===== config.mk =====
export PLATFORM = sky130hd
export DESIGN_NAME = uart_cmd_framer
export DESIGN_NICKNAME = d
export VERILOG_FILES = /design/src/rtl/uart_cmd_framer.sv
export SDC_FILE = /design/constraint.sdc
export NUM_CORES = 1
export LEC_CHECK = 0
export ABC_AREA = 1
export BUFFER_PORTS_ARGS = -buffer_cell sky130_fd_sc_hd__buf_2
export CAP_MARGIN = 5
export CORE_AREA = 2 2 99 101
export CTS_BUF_LIST = sky130_fd_sc_hd__clkbuf_2
export CTS_CLUSTER_SIZE = 30
export DETAILED_ROUTE_END_ITERATION = 8
export DIE_AREA = 0 0 101 103
export GPL_TIMING_DRIVEN = 1
export PLACE_DENSITY = 0.49
export RECOVER_POWER = 100
export SETUP_SLACK_MARGIN = 0.5
export SYNTH_ARGS = -nofsm -noshare
export SYNTH_HDL_FRONTEND = slang
export SYNTH_SLANG_ARGS = --single-unit

===== constraint.sdc =====
create_clock -name clk -period 1.55 [get_ports clk]
set_input_delay 0.155 -clock clk [delete_from_list [all_inputs] [get_ports clk]]
set_output_delay 0.155 -clock clk [all_outputs]
set_load 0.02 [all_outputs]

===== src/rtl/uart_cmd_framer.sv =====
// UART command framer: assembles HEADER/class/~class frames into
// a single validated class command with a valid/ready handshake.
module uart_cmd_framer #(
    parameter logic [7:0] HEADER      = 8'hA5,
    parameter int         NUM_CLASSES = 4,
    parameter int         TIMEOUT_CYC = 1_000_000,
    parameter int         CNT_W       = 8
) (
    input  logic             clk,
    input  logic             rst,
    input  logic             ack,
    input  logic [7:0]       RxData,
    input  logic             cmd_ready,
    output logic             cmd_valid,
    output logic [1:0]       cmd_class,
    output logic             busy,
    output logic [CNT_W-1:0] frame_err_cnt,
    output logic [CNT_W-1:0] overrun_cnt
);

    localparam int TW = (TIMEOUT_CYC > 2) ? $clog2(TIMEOUT_CYC) : 1;
    localparam logic [TW-1:0] TMO_LAST = TW'(TIMEOUT_CYC - 1);

    localparam logic [1:0] ST_IDLE = 2'd0;
    localparam logic [1:0] ST_HDR  = 2'd1;
    localparam logic [1:0] ST_CLS  = 2'd2;

    logic [1:0]       state_q, state_d;
    logic [7:0]       cls_q, cls_d;
    logic [TW-1:0]    tmo_q, tmo_d;
    logic             valid_q, valid_d;
    logic [1:0]       ccls_q, ccls_d;
    logic [CNT_W-1:0] err_q, err_d;
    logic [CNT_W-1:0] ovr_q, ovr_d;

    logic tmo_term;
    logic chk_ok;
    logic err_inc;
    logic pass;
    logic ovr_inc;

    assign tmo_term = (tmo_q == TMO_LAST);
    assign chk_ok   = (RxData == ~cls_q) &&
                      ({24'd0, cls_q} < 32'(NUM_CLASSES));

    always_comb begin
        state_d = state_q;
        cls_d   = cls_q;
        tmo_d   = tmo_q;
        err_inc = 1'b0;
        pass    = 1'b0;
        case (state_q)
            ST_IDLE: begin
                tmo_d = '0;
                if (ack && RxData == HEADER) begin
                    state_d = ST_HDR;
                end
            end
            ST_HDR: begin
                if (ack) begin
                    cls_d   = RxData;
                    state_d = ST_CLS;
                    tmo_d   = '0;
                end else if (tmo_term) begin
                    state_d = ST_IDLE;
                    err_inc = 1'b1;
                    tmo_d   = '0;
                end else begin
                    tmo_d = tmo_q + TW'(1);
                end
            end
            ST_CLS: begin
                if (ack) begin
                    tmo_d = '0;
                    if (chk_ok) begin
                        pass    = 1'b1;
                        state_d = ST_IDLE;
                    end else begin
                        err_inc = 1'b1;
                        // a header in the check slot restarts a frame
                        state_d = (RxData == HEADER) ? ST_HDR : ST_IDLE;
                    end
                end else if (tmo_term) begin
                    state_d = ST_IDLE;
                    err_inc = 1'b1;
                    tmo_d   = '0;
                end else begin
                    tmo_d = tmo_q + TW'(1);
                end
            end
            default: begin
                state_d = ST_IDLE;
                tmo_d   = '0;
            end
        endcase
    end

    always_comb begin
        valid_d = valid_q;
        ccls_d  = ccls_q;
        ovr_inc = 1'b0;
        if (pass) begin
            if (valid_q && !cmd_ready) begin
                ovr_inc = 1'b1;
            end else begin
                valid_d = 1'b1;
                ccls_d  = cls_q[1:0];
            end
        end else if (valid_q && cmd_ready) begin
            valid_d = 1'b0;
        end
    end

    always_comb begin
        err_d = err_q;
        ovr_d = ovr_q;
        if (err_inc && err_q != '1) begin
            err_d = err_q + CNT_W'(1);
        end
        if (ovr_inc && ovr_q != '1) begin
            ovr_d = ovr_q + CNT_W'(1);
        end
    end

    always_ff @(posedge clk) begin
        if (rst) begin
            state_q <= ST_IDLE;
            cls_q   <= '0;
            tmo_q   <= '0;
            valid_q <= 1'b0;
            ccls_q  <= '0;
            err_q   <= '0;
            ovr_q   <= '0;
        end else begin
            state_q <= state_d;
            cls_q   <= cls_d;
            tmo_q   <= tmo_d;
            valid_q <= valid_d;
            ccls_q  <= ccls_d;
            err_q   <= err_d;
            ovr_q   <= ovr_d;
        end
    end

    assign busy          = (state_q != ST_IDLE);
    assign cmd_valid     = valid_q;
    assign cmd_class     = ccls_q;
    assign frame_err_cnt = err_q;
    assign overrun_cnt   = ovr_q;

endmodule


==> metrics.csv <==
metric,value,unit
Post-CTS Hold Fix Bufs,7,
CP Max Fanout,3,
Placer Congestion,0.819,
f_max,0.616,GHz
Mapped Nets,424,
drt pass-1 iters,5,
simple-gate area share of the yosys netlist,0.368,
cell area after synthesis,2720,um2
DRT antenna net count,0,
sequential area share after synthesis,0.361,
post-DP HPWL,4970,um
ys flop type,dfxtp_1,
Skew-Pair Late Insertion Delay,0.45,ns
"Remaining Overflow, GRT",0,
CTS Root Cell,clkbuf_2,
most frequent cells in the layout,"nand2_1, buf_4, nor2_1, inv_1, dfxtp_2",
Post-Synth Adder-Cell Area,0.0322,
row count,36,
die width,101,um
number of nets in the layout,523,
worst min-delay path category,in -> reg,
Seq cells post-synth,49,
vias in the first global route,2624,
Reg2Reg Setup Slack,-0.07,ns
CP arrival,2.01,ns
CP max stage cell,dfxtp_2,
Routed WL per cell,11.4,um
failing checks,"negative hold slack, negative setup slack",
critical path launch point type,register,
R2R cell count,15,
Slew headroom,0.786,
min Tclk post-route,1.62,ns
Vias/cell,4.55,
largest net degree at the start of global routing,17,
final slew viol count,0,
CP most frequent cell,nand2_1,
core area,9460,um2
asr flop ratio synth,0,
clk buf depth,2,
H-tree depth,2,
area grow syn2layout,54.3,%
largest family of logic cells by synthesized area,simple AND/OR/NAND/NOR gates,
Finish-stage setup viols,10,
"commonest non-fill, non-tap cell in the layout",nand2_1,
XOR/XNOR Fraction of Synth Area,0.0290,
Starting Density,0.287,
initial antenna violation count,0,
Synth cell types,37,
DRC viols,0,
Crit path largest cell delay,0.41,ns
GRT Total Usage,0.139,
CTS tree,yes,
worst hold path startpoint,cmd_ready,
filler cell count,956,
Sink Count,49,
RR Endpoint,state_q[0],
Synth Area in Compound Gates,0.123,
RSZ-0062 raised after global routing,true,
mux cell area share after synthesis,0,
pwr/cell area,769,nW/um2
port bufs,31,
"EDFF count, synth",0,
ant diodes,0,
worst slew pin tran,0.319,ns
die area,10400,um2
initial drt markers,43,
Ys Warns,0,
Fin. Hold Viols,1,
clk slew on worst S/H paths,0.28,ns
Total Wirelength,7040,um
maximum vdd drop,0.264,mV
Worst Setup End Kind,register,
Mapped Cells,405,
Die Ht,103,um
Worst EP required,1.93,ns
DR vias,2819,
Layout Skew,0.0319,ns
setup ws final,-0.0746,ns
CP Class,reg -> reg,
hold path cells,4,
Final Cycle Share,1.05,
"Critical Path, Cell by Cell",ha_4 > nand2_2 > inv_2 > nand2_4 > nor2_4 > nand3_2 > buf_4 > buf_4 > buf_4 > nand3_1 > nand2_1 > nand2_1 > nand2_1 > nand2_1 > a21oi_1,
# IOs,32,
TritonCTS buffer count,5,
R2R Path Start,tmo_q[1],
first-pass GRT wire length,11700,um
status,"finished, violations left",
total of max-cap violations,0,
syn_area_per_cell,6.71,um2
layout cells sized above 1,0.471,
Pleak,0.00173,uW
fin util,0.443,
end of the worst hold path,cmd_valid,
Fin Hold WS,-0.0326,ns
cells by family (layout without fill, tap and decap cells):
logic type,Yosys count,count (layout)
AO/OA/AOI/OAI,58,58
XOR/XNOR,9,9
adder cells (fa/ha/maj),7,7
buffers and inverters,63,162
flip-flops,49,49
AND/OR/NAND/NOR,219,220
critical path, delay by kind of cell (launching register included):
family	cells	cell delay, ns
flip-flops	1	0.41
AND/OR/NAND/NOR	9	0.53
AO/OA/AOI/OAI	1	0.05
adder cells (fa/ha/maj)	1	0.14
buffers and inverters	4	0.47
synthesized netlist by cell type, drive strengths merged (2+ instances only):
master,n,area share
nand3b,2,0.0055
or2,2,0.0046
nor3b,2,0.0074
a21oi,32,0.064
xor2,8,0.026
a211oi,4,0.013
inv,58,0.080
nand3,29,0.060
nand2,84,0.12
o21ai,18,0.035
nor3,12,0.022
nand4,6,0.014
dfxtp,49,0.36
o21a,2,0.0055
ha,7,0.032
nor4,3,0.0069
clkbuf,3,0.0041
nor2,78,0.12
cell type report:
cell class	instances	area (um2)	area share
clock buffer	5	25.0	0.00597
clock inverter	3	21.3	0.00507
inverter	59	226	0.0540
multi-input combinational	294	1940	0.463
sequential	49	1050	0.251
tap	114	143	0.0340
timing repair buffer	95	786	0.187
registers in the layout, summed over array words and instances (netlist names):
register and count:
cls_q 8, overrun_cnt 8, frame_err_cnt 8, cmd_valid 1, state_q 2, cmd_class 2
tmo_q 20
report_power, final:
part / total, uW / internal (uW) / switching, uW / leakage (uW)
combinational: 1240 / 520 / 717 / 0.00129
clock: 563 / 114 / 449 / 0.0000294
sequential: 1420 / 1350 / 73.6 / 0.000417
total: 3220 / 1980 / 1240 / 0.00173
per-stage QoR:
| step | total power, uW | cells | instance area (um2) | setup WS, ns | setup TNS (ns) |
|---|---|---|---|---|---|
| after CTS | 3150 | 612 | 3940 | -0.0380 | -0.302 |
| after global placement | 2330 | 577 | 3360 | -0.0513 | -0.155 |
| after global routing | 3470 | 619 | 4190 | -0.158 | -2.29 |
| after floorplan | 2100 | 405 | 2860 | 0.0823 | 0 |
| final | 3220 | 619 | 4190 | -0.0746 | -0.290 |
| after detailed placement | 2340 | 577 | 3360 | -0.127 | -0.692 |
worst max-delay path by stage:
stage               startpoint               end  slack, ns  depth (start not counted)
detailed placement    tmo_q[1]  frame_err_cnt[0]      -0.13                         12
finish                tmo_q[1]        state_q[0]      -0.07                         15
global placement      tmo_q[1]  frame_err_cnt[1]      -0.05                         12
global route         tmo_q[12]        state_q[0]      -0.16                         13
CTS                   tmo_q[1]  frame_err_cnt[0]      -0.04                         12
floorplan             tmo_q[1]  frame_err_cnt[0]       0.08                         12
timing repair:
action,in CTS,in global routing
gates cloned,1,0
setup endpoints to repair,69,69
gates resized for setup,104,60
endpoints found under the hold margin,10,2
buffers inserted,19,7
pin swaps,17,11
layer usage:
metal  routed length, um  track usage  part of all wire  vias to the layer above
met2                3710        0.257              0.53                       34
met4                  51       0.0405            0.0072                        0
met3                 206       0.0278             0.029                        4
met1                3070        0.164              0.44                     1283
met5                   0            0                 0                        -
li1                    -            -                 -                     1498
(Power assumes the default switching activity.)
